### src/rtl/game_pkg.sv
// Game-wide encodings shared by the VGA compositing path and the game state machine.
package game_pkg;

  localparam int RGB_W = 12;

  typedef enum logic [1:0] {
    GAME_INITIAL = 2'b00,
    GAME_RUNNING = 2'b01,
    GAME_OVER    = 2'b10,
    GAME_SUCCESS = 2'b11
  } game_state_e;

endpackage

### src/rtl/sprite_priority_sel.sv
// Combinational sprite priority: picks the colour of the lowest-index opaque channel.
module sprite_priority_sel #(
  parameter int N_SPR = 4,
  parameter int COL_W = 12
) (
  input  logic [N_SPR-1:0]       opaque_i,
  input  logic [N_SPR*COL_W-1:0] spr_col_i,
  output logic                   any_o,
  output logic [COL_W-1:0]       col_o
);

  // Walk from the lowest priority upward so the last hit seen is the lowest index.
  always_comb begin
    any_o = 1'b0;
    col_o = '0;
    for (int k = N_SPR - 1; k >= 0; k--) begin
      if (opaque_i[k]) begin
        any_o = 1'b1;
        col_o = spr_col_i[k*COL_W +: COL_W];
      end
    end
  end

endmodule

### src/rtl/sprite_layer_mixer.sv
// Two-stage per-pixel compositor: sprite priority over background, game-state screen modes,
// and per-frame player collision detection published on each scan return to the origin.
module sprite_layer_mixer
  import game_pkg::*;
#(
  parameter int               N_SPR    = 4,
  parameter int               COL_W    = RGB_W,
  parameter int               BG_W     = 16,
  parameter int               X_W      = 10,
  parameter int               Y_W      = 9,
  parameter logic [COL_W-1:0] TRANSP   = 12'h000,
  parameter logic [BG_W-1:0]  BG_KEY   = 16'hFFFF,
  parameter logic [COL_W-1:0] INIT_COL = 12'hF00,
  parameter logic [COL_W-1:0] WIN_COL  = 12'h00F
) (
  input  logic                   clk,
  input  logic                   rst,
  input  logic [1:0]             game_state,
  input  logic [X_W-1:0]         pix_x,
  input  logic [Y_W-1:0]         pix_y,
  input  logic [N_SPR-1:0]       spr_en,
  input  logic [N_SPR*COL_W-1:0] spr_col,
  input  logic [BG_W-1:0]        bg_col,
  output logic [COL_W-1:0]       vga_data,
  output logic [N_SPR-1:0]       coll_mask,
  output logic                   coll_any,
  output logic                   frame_tick
);

  logic [N_SPR-1:0] opaque_d;
  logic             win_any_d;
  logic [COL_W-1:0] win_col_d;

  for (genvar gi = 0; gi < N_SPR; gi++) begin : g_opaque
    assign opaque_d[gi] = spr_en[gi] && (spr_col[gi*COL_W +: COL_W] != TRANSP);
  end

  sprite_priority_sel #(.N_SPR(N_SPR), .COL_W(COL_W)) u_sel (
    .opaque_i  (opaque_d),
    .spr_col_i (spr_col),
    .any_o     (win_any_d),
    .col_o     (win_col_d)
  );

  // Stage 1 registers, plus the previous stage-1 coordinates for origin edge detection.
  logic [X_W-1:0]   x_q, x_prev_q;
  logic [Y_W-1:0]   y_q, y_prev_q;
  game_state_e      state_q;
  logic [N_SPR-1:0] opaque_q;
  logic             win_any_q;
  logic [COL_W-1:0] win_col_q;
  logic [BG_W-1:0]  bg_q;

  always_ff @(posedge clk) begin
    if (rst) begin
      x_q       <= '0;
      y_q       <= '0;
      x_prev_q  <= '0;
      y_prev_q  <= '0;
      state_q   <= GAME_INITIAL;
      opaque_q  <= '0;
      win_any_q <= 1'b0;
      win_col_q <= '0;
      bg_q      <= '0;
    end else begin
      x_q       <= pix_x;
      y_q       <= pix_y;
      x_prev_q  <= x_q;
      y_prev_q  <= y_q;
      state_q   <= game_state_e'(game_state);
      opaque_q  <= opaque_d;
      win_any_q <= win_any_d;
      win_col_q <= win_col_d;
      bg_q      <= bg_col;
    end
  end

  logic [COL_W-1:0] bg_top;
  logic [COL_W-1:0] vga_d;
  logic [N_SPR-1:0] hit;
  logic             boundary;
  logic [N_SPR-1:0] acc_q, acc_d;
  logic [N_SPR-1:0] mask_q, mask_d;
  logic             any_q, any_d;
  logic             tick_q;

  assign bg_top   = (bg_q == BG_KEY) ? '0 : bg_q[BG_W-1 -: COL_W];
  assign boundary = (x_q == '0) && (y_q == '0) && !((x_prev_q == '0) && (y_prev_q == '0));

  always_comb begin
    vga_d = bg_top;
    case (state_q)
      GAME_INITIAL: vga_d = INIT_COL;
      GAME_SUCCESS: vga_d = WIN_COL;
      GAME_OVER:    vga_d = bg_top;
      default:      vga_d = win_any_q ? win_col_q : bg_top;
    endcase
  end

  // The origin pixel's own hit starts the new frame rather than closing the old one.
  always_comb begin
    hit    = '0;
    acc_d  = '0;
    mask_d = mask_q;
    any_d  = any_q;
    if (state_q == GAME_RUNNING && opaque_q[0]) hit = {opaque_q[N_SPR-1:1], 1'b0};
    if (boundary) begin
      mask_d = acc_q;
      any_d  = |acc_q;
      acc_d  = hit;
    end else if (state_q == GAME_RUNNING) begin
      acc_d  = acc_q | hit;
    end
  end

  always_ff @(posedge clk) begin
    if (rst) begin
      vga_data <= '0;
      acc_q    <= '0;
      mask_q   <= '0;
      any_q    <= 1'b0;
      tick_q   <= 1'b0;
    end else begin
      vga_data <= vga_d;
      acc_q    <= acc_d;
      mask_q   <= mask_d;
      any_q    <= any_d;
      tick_q   <= boundary;
    end
  end

  assign coll_mask  = mask_q;
  assign coll_any   = any_q;
  assign frame_tick = tick_q;

endmodule

### config.mk
export PLATFORM = sky130hd
export DESIGN_NAME = sprite_layer_mixer
export DESIGN_NICKNAME = d
export VERILOG_FILES = /design/src/rtl/game_pkg.sv /design/src/rtl/sprite_priority_sel.sv /design/src/rtl/sprite_layer_mixer.sv
export SDC_FILE = /design/constraint.sdc
export NUM_CORES = 1
export LEC_CHECK = 0
export ABC_CLOCK_PERIOD_IN_PS = 1690
export CORE_UTILIZATION = 45
export CTS_CLUSTER_DIAMETER = 150
export DETAILED_ROUTE_END_ITERATION = 8
export PLACE_DENSITY_LB_ADDON = 0.1
export SETUP_SLACK_MARGIN = 0.15
export SLEW_MARGIN = 40
export SYNTH_ARGS = -nofsm -noshare
export SYNTH_HDL_FRONTEND = slang
export SYNTH_SLANG_ARGS = --single-unit
### constraint.sdc
create_clock -name clk -period 1.69 [get_ports clk]
set_input_delay 0.338 -clock clk [delete_from_list [all_inputs] [get_ports clk]]
set_output_delay 0.338 -clock clk [all_outputs]
set_load 0.005 [all_outputs]
* Word level (Yosys, flattened, before mapping)
Index checks and enable logic that the tools add are counted.
** Cells by class
- Bitwise gates (word level) :: 1
- Reduce and logical (&&, ||, !) cells :: 19
- Mux-type cells :: 14
- Equal/unequal tests :: 4
** Operator list (number)
- 12-bit two-way mux :: 6
- 12-bit nonzero test :: 4
- 12-bit one-hot mux with 3 select lines :: 1
- 10-bit zero test :: 2
- 9-bit zero test :: 2
- 16-bit equality test, second input constant :: 1
- 4-bit two-way mux :: 3
- 1-bit logical AND :: 8
- 2-bit equality test, second input constant :: 2
- 1-bit two-way mux :: 4
- 4-bit OR :: 1
- 4-bit OR reduction :: 1
- 2-bit by 1-bit equality test with 1-bit output, second input constant :: 1
- 2-bit zero test :: 1
- 1-bit zero test :: 1
** Word-level totals
- Bits of input ports :: 91
- Register bits :: 95
- Logic and storage cells :: 52
- Output and inout port bits :: 18

* Logic depth before layout (Yosys ltp)
- Depth after elaboration :: 6
- Gate-level depth with buffers :: 6
- Depth with buffers taken out :: 5

* Modules after synthesis
Synthesis repeated with hierarchy kept, for this count alone.
** Second synthesis, totals
- Cells, all modules :: 339
- Area total of the unflattened synthesis :: 3331.9 um^2
** By module, submodules not included
- sprite_layer_mixer :: cells an instance 289, area each 3022.9 um^2, seq. area each 1861.8 um^2, times used 1
- sprite_priority_sel :: cells an instance 50, area each 309.0 um^2, seq. area each 0.0 um^2, times used 1

* Worst setup path after synthesis
Ideal clock, no wire load.
- Path kind :: input port to flip-flop
- From :: input spr_col[15]
- To :: register win_col_q[4]
- Arrival :: 1385 ps
- Library setup time :: 132 ps
- Required time :: 1558 ps
- Buffers on the path :: 1
- Path slack :: 173 ps
- Stages :: 6
- Cell sequence :: nor4_1 > a31oi_1 > buf_6 > a221o_1 > o211ai_1 > a21oi_1
** On the way
- Longest elaborated chain between the ends :: 4
** RTL lines
- start: declaration :: RTL line sprite_layer_mixer.sv:22 : input logic [N_SPR*COL_W-1:0] spr_col,
- 12-bit nonzero test :: RTL line sprite_layer_mixer.sv:35 : assign opaque_d[gi] = spr_en[gi] && (spr_col[gi*COL_W +: COL_W] != TRANSP);
- 1-bit logical AND :: RTL line sprite_layer_mixer.sv:35
- 12-bit two-way mux (2 in series) :: RTL line sprite_priority_sel.sv:17 : if (opaque_i[k]) begin
- end signal: assignment :: RTL line sprite_layer_mixer.sv:73 : win_col_q <= win_col_d;
- end: declaration :: RTL line sprite_layer_mixer.sv:51 : logic [COL_W-1:0] win_col_q;
Every way passes these cells.
A chain may end at the register's enable or synchronous reset.

* Worst setup path in the final report
- From :: input spr_col[14]
- To :: register win_col_q[0]
The elaborated chain is that of the path after synthesis.

==> results by group <==
Worst hold path
  – Hold Crit Class: input pin to flip-flop
  – Worst hold stages: 3
  – Hold Crit Start: spr_col[2]
  – Min-Delay Endpoint: win_col_q[2]

Worst setup path
  – Top Family by Delay on Critical Path: buffers and inverters
  – Origin of the critical flop-to-flop path: bg_q[15]
  – FF-to-FF path depth: 6
  – CP startpoint: spr_col[14]
  – Worst R2R End: vga_data[9]
  – Reg-to-reg slack, setup: 0.18 ns
  – CP Launch Type: input pin
  – Worst path max stage delay: 0.26 ns
  – Number of cells on the critical path: 8
  – Most used cell, CP: buf_4
  – Crit path cell chain: dlygate4sd2_1, nor4_2, buf_4, a31oi_4, buf_4, buf_4, a221oi_2, o21ai_1
  – CP bufs+invs: 4
  – Slowest CP cell: dlygate4sd2_1
  – Crit path kind: input pin to flip-flop
  – CP Capture Type: flip-flop
  – CP arrival: 1.78 ns
  – CP Max Fanout: 5
  – Worst path required time: roughly 1.9 ns

Yosys
  – #FFs+latches synth: 93
  – Synth Instances: 343
  – EDFF count, synth: 0
  – Sequential-to-total area share from yosys stat: 55.4%
  – Mapped Area: 0.00336 mm^2
  – Post-synth top area cell: dfxtp_1
  – Largest cells by area after synthesis: dfxtp_1 (55%), nor2b_1 (12%), nor4_1 (3.7%)
  – Main synth FF type: dfxtp_1
  – Syn_nets: 434
  – Avg Inst Size Synth: 9.80 um^2
  – Synth cell types: 40
  – Async SR Flop Fraction: 0%
  – Count leader, synth: dfxtp_1
  – Synth cell count leaders: dfxtp_1 (93), nor2b_1 (62), nand2_1 (24), nor4_1 (20), nor2_1 (16)
  – Top cell type's share of synthesized area: 55.4%
  – Yosys warning total: 0

Timing
  – Slew margin rel.: just over 60%
  – Skew final: 0.00767 ns
  – Tmin final: about 1.5 ns
  – Post-route clock period utilization: 90.8%
  – RSZ-0062 raised after global routing: yes
  – # setup viols final: 0
  – Fmax: 651 MHz
  – Pins over their slew limit: 0
  – Fin. Hold Viols: 0
  – Measured slew at the worst slew-check pin: 0.571 ns

Global routing
  – First-pass GRT wire length: 14.1 mm
  – Overall Global Routing Usage: 24.2%
  – Vias in the first global route: 3074
  – Initial antenna violation count: 0
  – Total gr overflow: 0
  – Largest net degree at the start of global routing: 46

Clock network
  – Clock Tree Root: clkbuf_8
  – Clock Latency Late Sink: 0.35 ns
  – Post-CTS Hold Buffers: 0
  – CTS sink cnt: 93
  – CTS Buf Count: 9
  – CTS H-Tree Depth: 3
  – CTS tree: done
  – Worst-case clock buffer depth: 2
  – Clock Pin Slew Worst Setup and Hold Paths: 0.09 ns

Route
  – DRC Markers: 0
  – Aggregate routed wire length: 9.63 mm
  – Via-per-instance ratio: 5.18
  – 1st-iter DRT viols: between 100 and 150
  – Antenna-violating nets left: 0
  – 1st-pass router iterations: 4
  – Total number of vias: 3068
  – Wire per inst: 16.3 um

Floorplan
  – Row cnt: 31
  – DIE AREA: between 0.007 and 0.008 mm^2
  – Die X-Extent: 88.4 um
  – Total I/O pin count: 109
  – Initial core utilization: between 40% and 50%
  – Core Area: 0.00725 mm^2
  – Die Ht: 88.4 um

Power and ir drop
  – Leakage: 0.00234 uW
  – IR drop worst, VDD: ~520 uV
  – Pwr Density: 836 mW/mm^2

Job
  – Max cap viols: 0

Placement
  – I/O Buffers: ~110
  – Placed instance count: 575
  – Routability cong.: about 0.92
  – HPWL after DPL: 6.56 mm

Run status
  – Outcome: finished, final reports clean

Layout
  – Post-route insts no fill: ~590
  – Synthesis-to-layout area growth: 60.0%
  – Fin util: 74.2%
  – Share of post-route cells with drive strength above 1: 22.7%
  – # diodes: 0
  – Nets: 580
  – # fillers: 553
[how the worst max path moves through the flow]
stage | endpoint | slack, ns
after global placement | win_col_q[3] | -0.39
after floorplan | win_col_q[4] | 0.17
after global routing | win_col_q[4] | 0.09
after detailed placement | win_col_q[7] | -0.47
final | win_col_q[0] | 0.15
after CTS | win_col_q[7] | 0.11
[per-stage QoR]
| step | instance area (um^2) | hold slack [ns] | total power [uW] | TNS (ns) | setup WS [ns] |
|---|---|---|---|---|---|
| after floorplan | 3360 | 0.438 | 2610 | 0 | 0.173 |
| after global placement | 4820 | 0.447 | 3000 | -5.19 | -0.391 |
| after global routing | 5380 | 0.313 | 4690 | 0 | 0.0885 |
| final | 5380 | 0.306 | 4500 | 0 | 0.155 |
| after detailed placement | 4820 | 0.452 | 3010 | -5.74 | -0.468 |
| after CTS | 5170 | 0.397 | 4470 | 0 | 0.112 |
[cells by family after synthesis]
logic type	Yosys count	share of synthesized area, %
AO/OA/AOI/OAI	72	14.8
buffers and inverters	20	2.72
flip-flops	93	55.4
multiplexers	4	1.19
other	1	0.112
AND/OR/NAND/NOR	153	25.8
[what timing repair did]
item / 4_1_cts / 5_1_grt
pin swaps: 18 / 26
endpoints found under the setup margin: 26 / 45
gates resized for setup: 55 / 58
setup buffers: 1 / 1
[tightest hold or removal path, delay by kind of cell]
family	cells	cell delay (ns)
compound gates	1	0.06
buf+inv	1	0.15
simple gates	1	0.06
[power by group]
group          internal (uW)  total [uW]  leakage [uW]  switching [uW]
Sequential              2300        2360      0.000773            57.4
Clock                    689        1470     0.0000965             782
Combinational            386         664       0.00147             278
[placed cells by master, fill, tap and decap left out, types with 3 or more instances in the layout]
master           Yosys  layout
dfxtp_1             93      83
a211o_1              4       4
nor4_2               1      10
buf_6                1       3
o211ai_1             4       4
o21ai_0             13       7
dlygate4sd2_1        0      22
o21ai_1              6      12
nor4_1              20       5
clkbuf_8             0       9
nor3_1               3       3
dfxtp_2              0      10
o22ai_1              4       4
nand4_1              4       4
a221oi_2             0       5
nor2_1              16      15
nand3_1              9       6
nor4_4               1       7
buf_4                2      41
a22oi_1              7       6
nor2b_1             62      62
a21oi_1             10       9
nand2b_1             8       7
o21a_1               4       4
nand2_1             24      23
dlymetal6s2s_1       0      21
mux2i_1              4       4
inv_6                0       3
a221o_1              4       4
clkdlybuf4s50_1      0      61
[routing by layer]
metal	vias to the layer above	share of wire, %	wire length, um	global-route usage (%)
met5	-	0	0	0
met4	0	1.9	185	8.36
met3	16	5.2	501	5.69
met2	112	53	5140	44.1
met1	1433	40	3810	27.6
li1	1507	-	-	-
[cell type report]
| type | count | area (um^2) | area share [%] |
|---|---|---|---|
| Sequential cell | 93 | 1870 | 34.8 |
| Clock buffer | 9 | 124 | 2.30 |
| Clock inverter | 6 | 68.8 | 1.28 |
| Multi-Input combinational cell | 230 | 1710 | 31.8 |
| Tap cell | 99 | 124 | 2.30 |
| Inverter | 2 | 7.51 | 0.140 |
| Timing Repair Buffer | 153 | 1470 | 27.4 |
[registers in the layout (all words and copies together) (netlist names), 2 cells and up]
name / cells
y_q: 9
acc_q: 3
y_prev_q: 9
x_q: 10
bg_q: 16
opaque_q: 4
vga_data: 12
state_q: 2
coll_mask: 3
win_col_q: 12
x_prev_q: 10
No activity file was read; power rests on OpenSTA's default activity.
==> RTL change 1: new RTL, same flow settings <==
The output `vga_data` loses its register stage (`vga_data` becomes a continuous assignment).
--- a/src/rtl/sprite_layer_mixer.sv
+++ b/src/rtl/sprite_layer_mixer.sv
@@ -115,13 +115,11 @@
 
   always_ff @(posedge clk) begin
     if (rst) begin
-      vga_data <= '0;
       acc_q    <= '0;
       mask_q   <= '0;
       any_q    <= 1'b0;
       tick_q   <= 1'b0;
     end else begin
-      vga_data <= vga_d;
       acc_q    <= acc_d;
       mask_q   <= mask_d;
       any_q    <= any_d;
@@ -129,6 +127,8 @@
     end
   end
 
+  assign vga_data = vga_d;
+
   assign coll_mask  = mask_q;
   assign coll_any   = any_q;
   assign frame_tick = tick_q;
Check against the original RTL: not equivalent (Yosys sat finds a counterexample within 4 cycles, from zero or initial values and one cycle with rst high).
==> RTL change 1 against the original RTL <==
- the run now ends with setup timing left
- power is 7.0% lower
- area after synthesis is 1.3% lower
- worst setup slack lost 0.46 ns
- design area increased by 4.8%
- clock skew is 0.0045 ns higher
- fmax fell by 23%
- register-to-register slack got worse by 0.03 ns
- sequential cell count down 12
- routed wire length is 9.0% higher
- critical endpoint is now vga_data[4]
- largest cell class is now multi-input gates
==> RTL change 1: results (changes against the original RTL) <==
\begin{tabular}{lr}
\hline
Metric & Value \\
\hline
\multicolumn{2}{l}{\textbf{Run status}} \\
Status & finished with violations (was finished clean) \\
Violated checks & setup timing \\
\multicolumn{2}{l}{\textbf{Final layout}} \\
Synth-to-Final Area Change & 69.8\% (was 60.0\%) \\
Count of nets after finishing & 629 (was 580) \\
Fill count & 443 (was 553) \\
\multicolumn{2}{l}{\textbf{Critical path}} \\
Endpoint of the most critical register-to-register path & coll\_any (was vga\_data[9]) \\
CP Launch Point & bg\_q[12] (was spr\_col[14]) \\
Slowest cell on the critical path & sky130\_fd\_sc\_hd\_\_dfxtp\_2 (was sky130\_fd\_sc\_hd\_\_dlygate4sd2\_1) \\
Beginning of the worst register-to-register path & y\_q[0] (was bg\_q[15]) \\
Capturing element of the worst setup path & vga\_data[4] (was win\_col\_q[0]) \\
Stage delay of the slowest cell on the critical path & 0.35 ns (was 0.26 ns) \\
WP data arrival & 1.66 ns (was 1.78 ns) \\
\multicolumn{2}{l}{\textbf{Placed design}} \\
Placed instance area & 4980 um2 (was 4820 um2) \\
Instance count after placement with tap cells included & 604 (was 575) \\
Gp weighted congestion & 0.891 (was 0.918) \\
Worst-case setup slack after placement & -0.726 ns (was -0.468 ns) \\
\multicolumn{2}{l}{\textbf{Synthesis}} \\
Cells after Synth & 354 (was 343) \\
Syn\_nets & 445 (was 434) \\
Proportion of synthesized chip area in sequential cells & 48.9\% (was 55.4\%) \\
\multicolumn{2}{l}{\textbf{GRT}} \\
Pin count of the biggest net entering global routing & 31 (was 46) \\
\multicolumn{2}{l}{\textbf{Timing}} \\
Setup-violating endpoint count in the final report & 13 (was 0) \\
Fin Hold WS & 0.281 ns (was 0.306 ns) \\
Setup ws final & -0.303 ns (was 0.155 ns) \\
Worst clock skew on the final layout & 0.0122 ns (was 0.00767 ns) \\
\multicolumn{2}{l}{\textbf{Drt}} \\
Initial detailed-routing violation count & 108 (was 103) \\
\multicolumn{2}{l}{\textbf{Pwr}} \\
Reg power frac & 49.2\% (was 52.5\%) \\
Cell internal pwr & 3.03 mW (was 3.38 mW) \\
\hline
\end{tabular}
## RTL change 1: cell count changes after synthesis, sizes merged, moves of 7 or more
| cell | before | now |
|---|---|---|
| dfxtp | 93 | 81 |
| nor3b | 0 | 11 |
| o21ai | 19 | 9 |
| or4 | 0 | 10 |
| nand2 | 25 | 34 |
| a221oi | 7 | 0 |
## RTL change 1: what timing repair did
action | CTS | global route
gates resized for setup | 232 | 59
setup endpoints to repair | 31 | 36
cloned | 0 | 0
setup buffers | 15 | 4
pin swaps | 39 | 23
## RTL change 1: final cells by class
class                           count  share of cell area (%)
Clock inverter                      7                    1.07
Tap cell                           96                    2.13
Clock buffer                        9                    2.20
Timing Repair Buffer              193                    29.9
Multi-Input combinational cell    246                    35.2
Inverter                            7                   0.466
Sequential cell                    81                    29.0
## RTL change 1: per-layer routing
layer	GRT usage, %	share of wire (%)	vias up
met5	0	0	-
met4	9.69	1.9	0
met3	6.41	5.4	26
met2	48.2	51	129
met1	31.0	41	1572
li1	-	-	1631
==> RTL change 2: new RTL, same settings <==
Made on the original files. `N_SPR` is set to 4 in 2 places; all go to 2.
--- a/src/rtl/sprite_priority_sel.sv
+++ b/src/rtl/sprite_priority_sel.sv
@@ -1,6 +1,6 @@
 // Combinational sprite priority: picks the colour of the lowest-index opaque channel.
 module sprite_priority_sel #(
-  parameter int N_SPR = 4,
+  parameter int N_SPR = 2,
   parameter int COL_W = 12
 ) (
   input  logic [N_SPR-1:0]       opaque_i,
--- a/src/rtl/sprite_layer_mixer.sv
+++ b/src/rtl/sprite_layer_mixer.sv
@@ -3,7 +3,7 @@
 module sprite_layer_mixer
   import game_pkg::*;
 #(
-  parameter int               N_SPR    = 4,
+  parameter int               N_SPR    = 2,
   parameter int               COL_W    = RGB_W,
   parameter int               BG_W     = 16,
   parameter int               X_W      = 10,
Ports: changed (resized coll_mask, spr_col and spr_en); port bits go from 109 to 81. No check against the original RTL was run, so the function may have changed too.
==> RTL change 2 against the original RTL <==
- sequential power shrank 8%
- worst setup slack gained 0.0033 ns
- core utilization shrank 6.1 points
- critical endpoint is now win_col_q[1]
- design area shrank 24%
- die area shrank 16%
- sequential cell count shrank 7
- power shrank 11%
- worst hold slack lost 0.075 ns
- count of clock-buffer cells in the layout grew 2
- routed wire length shrank 39%
- area after synthesis shrank 16%
==> RTL change 2: results (changes against the original RTL) <==
\begin{tabular}{lr}
\hline
Metric & Value \\
\hline
\multicolumn{2}{l}{\textbf{Timing}} \\
Fin Hold WS & 0.231 ns (was 0.306 ns) \\
\multicolumn{2}{l}{\textbf{Final layout}} \\
Fraction of area in multi-input gates & 28.5\% (was 31.8\%) \\
Nonclk inv count & 3 (was 2) \\
Clock distribution area overhead in the final layout & 4.91\% (was 3.58\%) \\
Number of clock-tree buffers in the layout & 11 (was 9) \\
Fraction of layout instances using a drive strength above 1 & 21.9\% (was 22.7\%) \\
Sequential cell area share & 42.3\% (was 34.8\%) \\
Area share of buffers outside the clock network & 21.7\% (was 27.4\%) \\
\multicolumn{2}{l}{\textbf{GRT}} \\
Met2 capacity usage during global routing & 33.0\% (was 44.1\%) \\
Via count of the first global-routing pass & 2068 (was 3074) \\
Pin count of the biggest net entering global routing & 76 (was 46) \\
Global-route wire length before repair & 9.15 mm (was 14.1 mm) \\
Met1 global-route usage & 20.5\% (was 27.6\%) \\
\multicolumn{2}{l}{\textbf{Drt}} \\
Post-Route M1 WL & 2.39 mm (was 3.81 mm) \\
Routed length on met3 & 306 um (was 501 um) \\
\multicolumn{2}{l}{\textbf{Run status}} \\
Status & finished clean (unchanged) \\
\multicolumn{2}{l}{\textbf{Placed design}} \\
Worst-case setup slack after placement & -0.527 ns (was -0.468 ns) \\
Placed wire-length estimate after detailed placement & 4.11 mm (was 6.56 mm) \\
Instance count after placement with tap cells included & 415 (was 575) \\
\multicolumn{2}{l}{\textbf{Synthesis}} \\
Commonest cells in the netlist & 86 x sky130\_fd\_sc\_hd\_\_dfxtp\_1, 56 x sky130\_fd\_sc\_hd\_\_nor2b\_1, 15 x sky130\_fd\_sc\_hd\_\_nor2\_1, 12 x sky130\_fd\_sc\_hd\_\_clkbuf\_1, 11 x sky130\_fd\_sc\_hd\_\_nand2\_1 (was 93 x sky130\_fd\_sc\_hd\_\_dfxtp\_1, 62 x sky130\_fd\_sc\_hd\_\_nor2b\_1, 24 x sky130\_fd\_sc\_hd\_\_nand2\_1, 20 x sky130\_fd\_sc\_hd\_\_nor4\_1, 16 x sky130\_fd\_sc\_hd\_\_nor2\_1) \\
Cells after Synth & 262 (was 343) \\
Post-synth cell types & 32 (was 40) \\
\multicolumn{2}{l}{\textbf{Pwr}} \\
P\_clk & 1.41 mW (was 1.47 mW) \\
Share of total power consumed by net switching & 22.3\% (was 24.9\%) \\
Clock share of power & 35.4\% (was 32.7\%) \\
\multicolumn{2}{l}{\textbf{Clocking}} \\
Number of clock sinks & 86 (was 93) \\
\# resized after CTS & 63 (was 55) \\
\multicolumn{2}{l}{\textbf{Critical path}} \\
Critical Path Fanout Max & 8 (was 5) \\
\hline
\end{tabular}
## RTL change 2: cell count changes after synthesis, moves of 7 or more
cell	before	now
sky130_fd_sc_hd__a32o_2	0	8
sky130_fd_sc_hd__nand2_1	24	11
sky130_fd_sc_hd__a221oi_1	7	0
sky130_fd_sc_hd__nor4_1	20	8
sky130_fd_sc_hd__a22oi_1	7	0
sky130_fd_sc_hd__dfxtp_1	93	86
sky130_fd_sc_hd__a32oi_1	0	8
sky130_fd_sc_hd__o21ai_0	13	4
## RTL change 2: logic make-up after synthesis
kind of cell           Yosys count  synth area share, %
and+or+nand+nor                114                 23.7
AOI/OAI and AO/OA               41                 11.9
buffers and inverters           19                 3.05
DFF                             86                 60.9
other                            1                0.133
muxes                            1                0.354
## RTL change 2: final timing paths
check / startpoint / to / cells past startpoint
setup / recovery: spr_col[12] / win_col_q[1] / 5
hold reg to reg: y_q[5] / y_prev_q[5] / 1
hold / removal: spr_col[13] / win_col_q[1] / 2
setup reg to reg: bg_q[11] / vga_data[1] / 4
